`src/rtl/fetch_queue.sv`:
```
// Fetch stage: owns the fetch PC, captures {pc, instr} from a combinational-read
// instruction memory into a small FIFO, and hands entries to decode.
// Optional performance counters are enabled with `define FETCH_QUEUE_PERF_EN.
module fetch_queue #(
  parameter logic [31:0] RESET_PC = 32'h0000_0000,
  parameter int          DEPTH    = 2
) (
  input  logic        clk,
  input  logic        rst_n,
  output logic [31:0] imem_pc,
  input  logic [31:0] imem_instr,
  input  logic        redirect_valid,
  input  logic [31:0] redirect_pc,
  output logic        out_valid,
  input  logic        out_ready,
  output logic [31:0] out_instr,
  output logic [31:0] out_pc,
  output logic [31:0] out_pc_plus4
`ifdef FETCH_QUEUE_PERF_EN
  ,
  output logic [31:0] perf_fetched,
  output logic [31:0] perf_stall,
  output logic [31:0] perf_flush
`endif
);

  localparam int AW = (DEPTH > 1) ? $clog2(DEPTH) : 1;
  localparam int CW = $clog2(DEPTH + 1);
  localparam logic [CW-1:0] FULL = CW'(DEPTH);

  // Handshake: an entry transfers to decode on a rising edge where out_valid and
  // out_ready are both 1; out_valid never depends on out_ready or imem_instr.

  logic [31:0]   fetch_pc_q, fetch_pc_d;
  logic [31:0]   pc_mem_q    [DEPTH];
  logic [31:0]   instr_mem_q [DEPTH];
  logic [AW-1:0] wr_ptr_q, wr_ptr_d;
  logic [AW-1:0] rd_ptr_q, rd_ptr_d;
  logic [CW-1:0] count_q, count_d;

  logic        pop;
  logic        push;
  logic        full;
  logic [31:0] redirect_target;
  logic        unused_redirect_lsb;

  assign unused_redirect_lsb = ^redirect_pc[1:0];
  assign redirect_target     = {redirect_pc[31:2], 2'b00};

  assign full = (count_q == FULL);
  assign pop  = out_valid & out_ready;
  // A full queue still accepts the new word when the head leaves in the same cycle.
  assign push = !redirect_valid & (!full | pop);

  always_comb begin
    fetch_pc_d = fetch_pc_q;
    wr_ptr_d   = wr_ptr_q;
    rd_ptr_d   = rd_ptr_q;
    count_d    = count_q;
    if (redirect_valid) begin
      fetch_pc_d = redirect_target;
      wr_ptr_d   = '0;
      rd_ptr_d   = '0;
      count_d    = '0;
    end else begin
      if (push) begin
        fetch_pc_d = fetch_pc_q + 32'd4;
        wr_ptr_d   = wr_ptr_q + AW'(1);
      end
      if (pop) begin
        rd_ptr_d = rd_ptr_q + AW'(1);
      end
      if (push && !pop) begin
        count_d = count_q + CW'(1);
      end else if (pop && !push) begin
        count_d = count_q - CW'(1);
      end
    end
  end

  always_ff @(posedge clk) begin
    if (!rst_n) begin
      fetch_pc_q <= RESET_PC;
      wr_ptr_q   <= '0;
      rd_ptr_q   <= '0;
      count_q    <= '0;
      for (int i = 0; i < DEPTH; i++) begin
        pc_mem_q[i]    <= '0;
        instr_mem_q[i] <= '0;
      end
    end else begin
      fetch_pc_q <= fetch_pc_d;
      wr_ptr_q   <= wr_ptr_d;
      rd_ptr_q   <= rd_ptr_d;
      count_q    <= count_d;
      if (push) begin
        pc_mem_q[wr_ptr_q]    <= fetch_pc_q;
        instr_mem_q[wr_ptr_q] <= imem_instr;
      end
    end
  end

  assign imem_pc      = fetch_pc_q;
  assign out_valid    = (count_q != '0);
  assign out_pc       = pc_mem_q[rd_ptr_q];
  assign out_instr    = instr_mem_q[rd_ptr_q];
  assign out_pc_plus4 = out_pc + 32'd4;

`ifdef FETCH_QUEUE_PERF_EN
  logic [31:0] perf_fetched_q, perf_stall_q, perf_flush_q;

  always_ff @(posedge clk) begin
    if (!rst_n) begin
      perf_fetched_q <= '0;
      perf_stall_q   <= '0;
      perf_flush_q   <= '0;
    end else begin
      if (push) perf_fetched_q <= perf_fetched_q + 32'd1;
      if (full && !pop && !redirect_valid) perf_stall_q <= perf_stall_q + 32'd1;
      if (redirect_valid) perf_flush_q <= perf_flush_q + 32'd1;
    end
  end

  assign perf_fetched = perf_fetched_q;
  assign perf_stall   = perf_stall_q;
  assign perf_flush   = perf_flush_q;
`endif

endmodule

```
`config.mk`:
```
export PLATFORM = sky130hd
export DESIGN_NAME = fetch_queue
export DESIGN_NICKNAME = d
export VERILOG_FILES = /design/src/rtl/fetch_queue.sv
export SDC_FILE = /design/constraint.sdc
export NUM_CORES = 1
export LEC_CHECK = 0
export ABC_AREA = 1
export ABC_CLOCK_PERIOD_IN_PS = 9300
export BUFFER_PORTS_ARGS = -buffer_cell sky130_fd_sc_hd__buf_2
export CAP_MARGIN = 20
export CORE_UTILIZATION = 40
export CTS_BUF_LIST = sky130_fd_sc_hd__clkbuf_16
export CTS_CLUSTER_SIZE = 25
export DETAILED_ROUTE_END_ITERATION = 10
export MAX_ROUTING_LAYER = met4
export SKIP_LAST_GASP = 1
export SYNTH_ARGS = -nofsm -noshare
export SYNTH_HDL_FRONTEND = slang
export SYNTH_SLANG_ARGS = --single-unit
```
`constraint.sdc`:
```
create_clock -name clk -period 9.3 [get_ports clk]
set_input_delay 1.86 -clock clk [delete_from_list [all_inputs] [get_ports clk]]
set_output_delay 1.86 -clock clk [all_outputs]
set_load 0.005 [all_outputs]
```
==> flow_summary.ini <==
[yosys]
syn_area_um2 = 8752
synth_edf_count = 124
synthArstFlopShare_pct = 0
synth-main-ff-cell = edfxtp_1
synth_cells = 1000
avgSynthCellArea_um2 = 8.752
ys_warn_count = 0
yosys.area.top_type_share_pct = 42.54
synth-seq-cells = 159
yosysSeqAreaShare_pct = 50.55
synth_cell_type_count = 43
synth_area_leaders = edfxtp_1 (43%), nand2_1 (8.9%), nor2_1 (8.6%)
synth.largest_area_cell = edfxtp_1

[routing]
wl_per_cell_um = 14.70
firstDrtPassIters = 5
ant_nets = 0
drc = 0
routed_via_density = 4.772
wirelength_um = 21560
initialDrtViolationCount = 405
vias = 7001

[power]
switching_share_pct = 24.50
internal-power_uw = 1339
p_clk_share_pct = 41.2
p_switching_uw = 434.3
total_power_uw = 1773
pwr-share-comb_pct = 11.9
vdd_drop_max_mv = 0.1117
power.density_nw_per_um2 = 169.4
leakagePower_uw = 0.004594
seqPwrFrac_pct = 46.9

[final_layout]
stdcell_area_um2 = 10470
drive_gt1_share_pct = 27.88
multi_input_area_um2 = 3587
final_cells = 1467
fill_cells = 2121
final_net_count = 1249
syn_to_final_growth_pct = 19.61
regArea_um2 = 4428

[hold_path]
hp-start = rd_ptr_q
min_path_type = reg2reg

[worst_setup_path]
cp.arrival_ps = 3400
rrSetupSlack_ps = 6890
crit_required_ps = 7440
reg2regPathDepth = 6
cp-endpoint = out_pc_plus4[30]
worstPathMaxFanout = 73
worst_setup_path_end_kind = primary output
r2r-start = count_q[0]
cp-start-kind = register
path_class = reg2out
r2r_end = instr_mem_q[1][3]

[global_route]
grt_pass1_wl_um = 32990
antenna_found_initial = 1
grt_usage_pct = 20.04
grt_overflow = 0
grt_start_max_net_pins = 74
grt_pass1_vias = 6296

[run_status]
status = finished clean

[clock_tree]
cts_tree = done
clock_path_buffers = 2
root_buffer = clkbuf_16
cts_hold_buf = 0
insertion_delay_ps = 420
clock_sinks = 159
cts_buffers = 17
post_cts_buffers = 0
h-tree-depth = 4
clk_pin_slew_ps = 60
post_cts_resized = 0

[floorplan]
dieWidth_um = 149.9
rows = 53
design.die.area_um2 = 22480
core_um2 = 21220
io_pins = 197
initial_core_util_pct = 41.24
die_y_um = 149.9

[sta]
skew_ps = 8.666
maxSlewViolCount = 0
tightest_slew_ps = 1054
fmax_mhz = 190.2
hold_violations = 0
post-route-period-util_pct = 56.53
report.final.setup_viol = 0
relSlewSlack_pct = 29.70
setup_tns_ps = 0
period_needed_ps = 5258
grt_setup_unrepaired = false

[placed_design]
dp_hpwl_um = 15220
io_buffers = 188
place_area_um2 = 9848
dp.cells = 1434
place.gp.congestion = 0.8749

[flow_run]
maxCapViolCount = 0
sequential cells by signal, summed over array words and instances, names as in the netlist, named ones only:
| register | count |
|---|---|
| wr_ptr_q | 1 |
| rd_ptr_q | 1 |
| instr_mem_q | 64 |
| count_q | 2 |
| imem_pc | 30 |
| pc_mem_q | 60 |
worst min-delay path by stage:
stage	end	slack [ps]	cells after the start
2_1_floorplan	register	450	2
3_3_place_gp	register	440	2
3_5_place_dp	register	450	2
4_1_cts	register	460	2
5_1_grt	rd_ptr_q	500	2
6_report	register	460	2
critical path, cell delays in order (launching register included):
cell,delay [ps]
dfxtp_4,650
buf_4,910
o21ai_1,340
inv_1,240
nand2_1,120
nor2_2,160
nand2_1,60
nor2_1,160
nand2_1,70
nand2_1,50
nand2_1,40
buf_2,120
routing by layer:
layer | global-route usage [%] | vias up | share of wire [%]
met1 | 27.42 | 3204 | 47
met5 | - | - | 0
li1 | - | 3550 | -
met3 | 3.262 | 23 | 5.5
met4 | 6.768 | 0 | 1.6
met2 | 30.07 | 224 | 46
cells in the mapped netlist, types with 9 or more instances:
| library cell | n |
|---|---|
| xor2_1 | 21 |
| inv_2 | 9 |
| nand3_1 | 40 |
| inv_1 | 127 |
| dfxtp_1 | 35 |
| nand2_2 | 12 |
| nand2_1 | 208 |
| o21ai_4 | 11 |
| clkbuf_1 | 21 |
| nor2_1 | 200 |
| edfxtp_1 | 124 |
| mux2_2 | 32 |
| o21ai_2 | 12 |
| o21ai_0 | 29 |
| a21oi_1 | 30 |
through the flow:
stage               hold WS [ps]  util [%]  setup slack [ps]
finish                     462.9     49.33              4042
global route               500.4     49.33              3701
CTS                        462.1     49.32              4002
detailed placement         452.3     46.41              4467
global placement           442.1     46.41              4480
floorplan                  447.4         -              4838
power by group through the flow:
| stage | Clock [uW] | Combinational [uW] | Sequential [uW] |
|---|---|---|---|
| detailed placement | 0 | 214 | 847 |
| global placement | 0 | 212 | 845 |
| floorplan | 0 | 130 | 841 |
| global route | 766 | 236 | 836 |
| finish | 730 | 211 | 832 |
| CTS | 737 | 215 | 832 |
layout by cell type, fill, tap and decap left out, types with 3 or more instances in the layout:
master / n
nand3_1: 38
conb_1: 6
xnor2_1: 6
o21ai_4: 11
nor3_1: 4
buf_4: 5
inv_2: 9
clkinv_2: 3
o21ai_2: 12
xor2_1: 21
nand2_1: 206
nor2_2: 6
clkbuf_16: 17
nand3_2: 3
and2_1: 3
a21oi_1: 30
dfxtp_1: 34
nand2_4: 4
inv_1: 128
o21ai_0: 29
ha_1: 3
buf_2: 188
a31oi_1: 7
nand4_1: 7
nor2_1: 200
bufinv_16: 4
a21oi_4: 3
o21ai_1: 6
nor2_8: 3
nor2_4: 7
edfxtp_1: 124
mux2_2: 32
nand2_2: 14
logic make-up (layout without fill, tap and decap cells):
group           count (synthesis)  count (layout)  share of synthesized area, %
flops                         159             159                         50.55
simple gates                  501             501                         24.85
xor+xnor                       28              28                         2.888
buf+inv                       175             361                         8.849
mux                            32              32                         4.117
other cells                     1               7                       0.04285
compound gates                101             101                         8.277
fa+ha+maj                       3               3                        0.4289
layout make-up:
class	count	share of cell area, %
diodes	1	0.02390
inverters	136	4.876
flip-flops and latches	159	42.30
repair buffers	193	9.346
well taps	275	3.287
clock buffers	17	4.064
multi-input cells	671	34.27
clock inverters	15	1.841
Note: power is estimated with default switching activity, not from simulation.
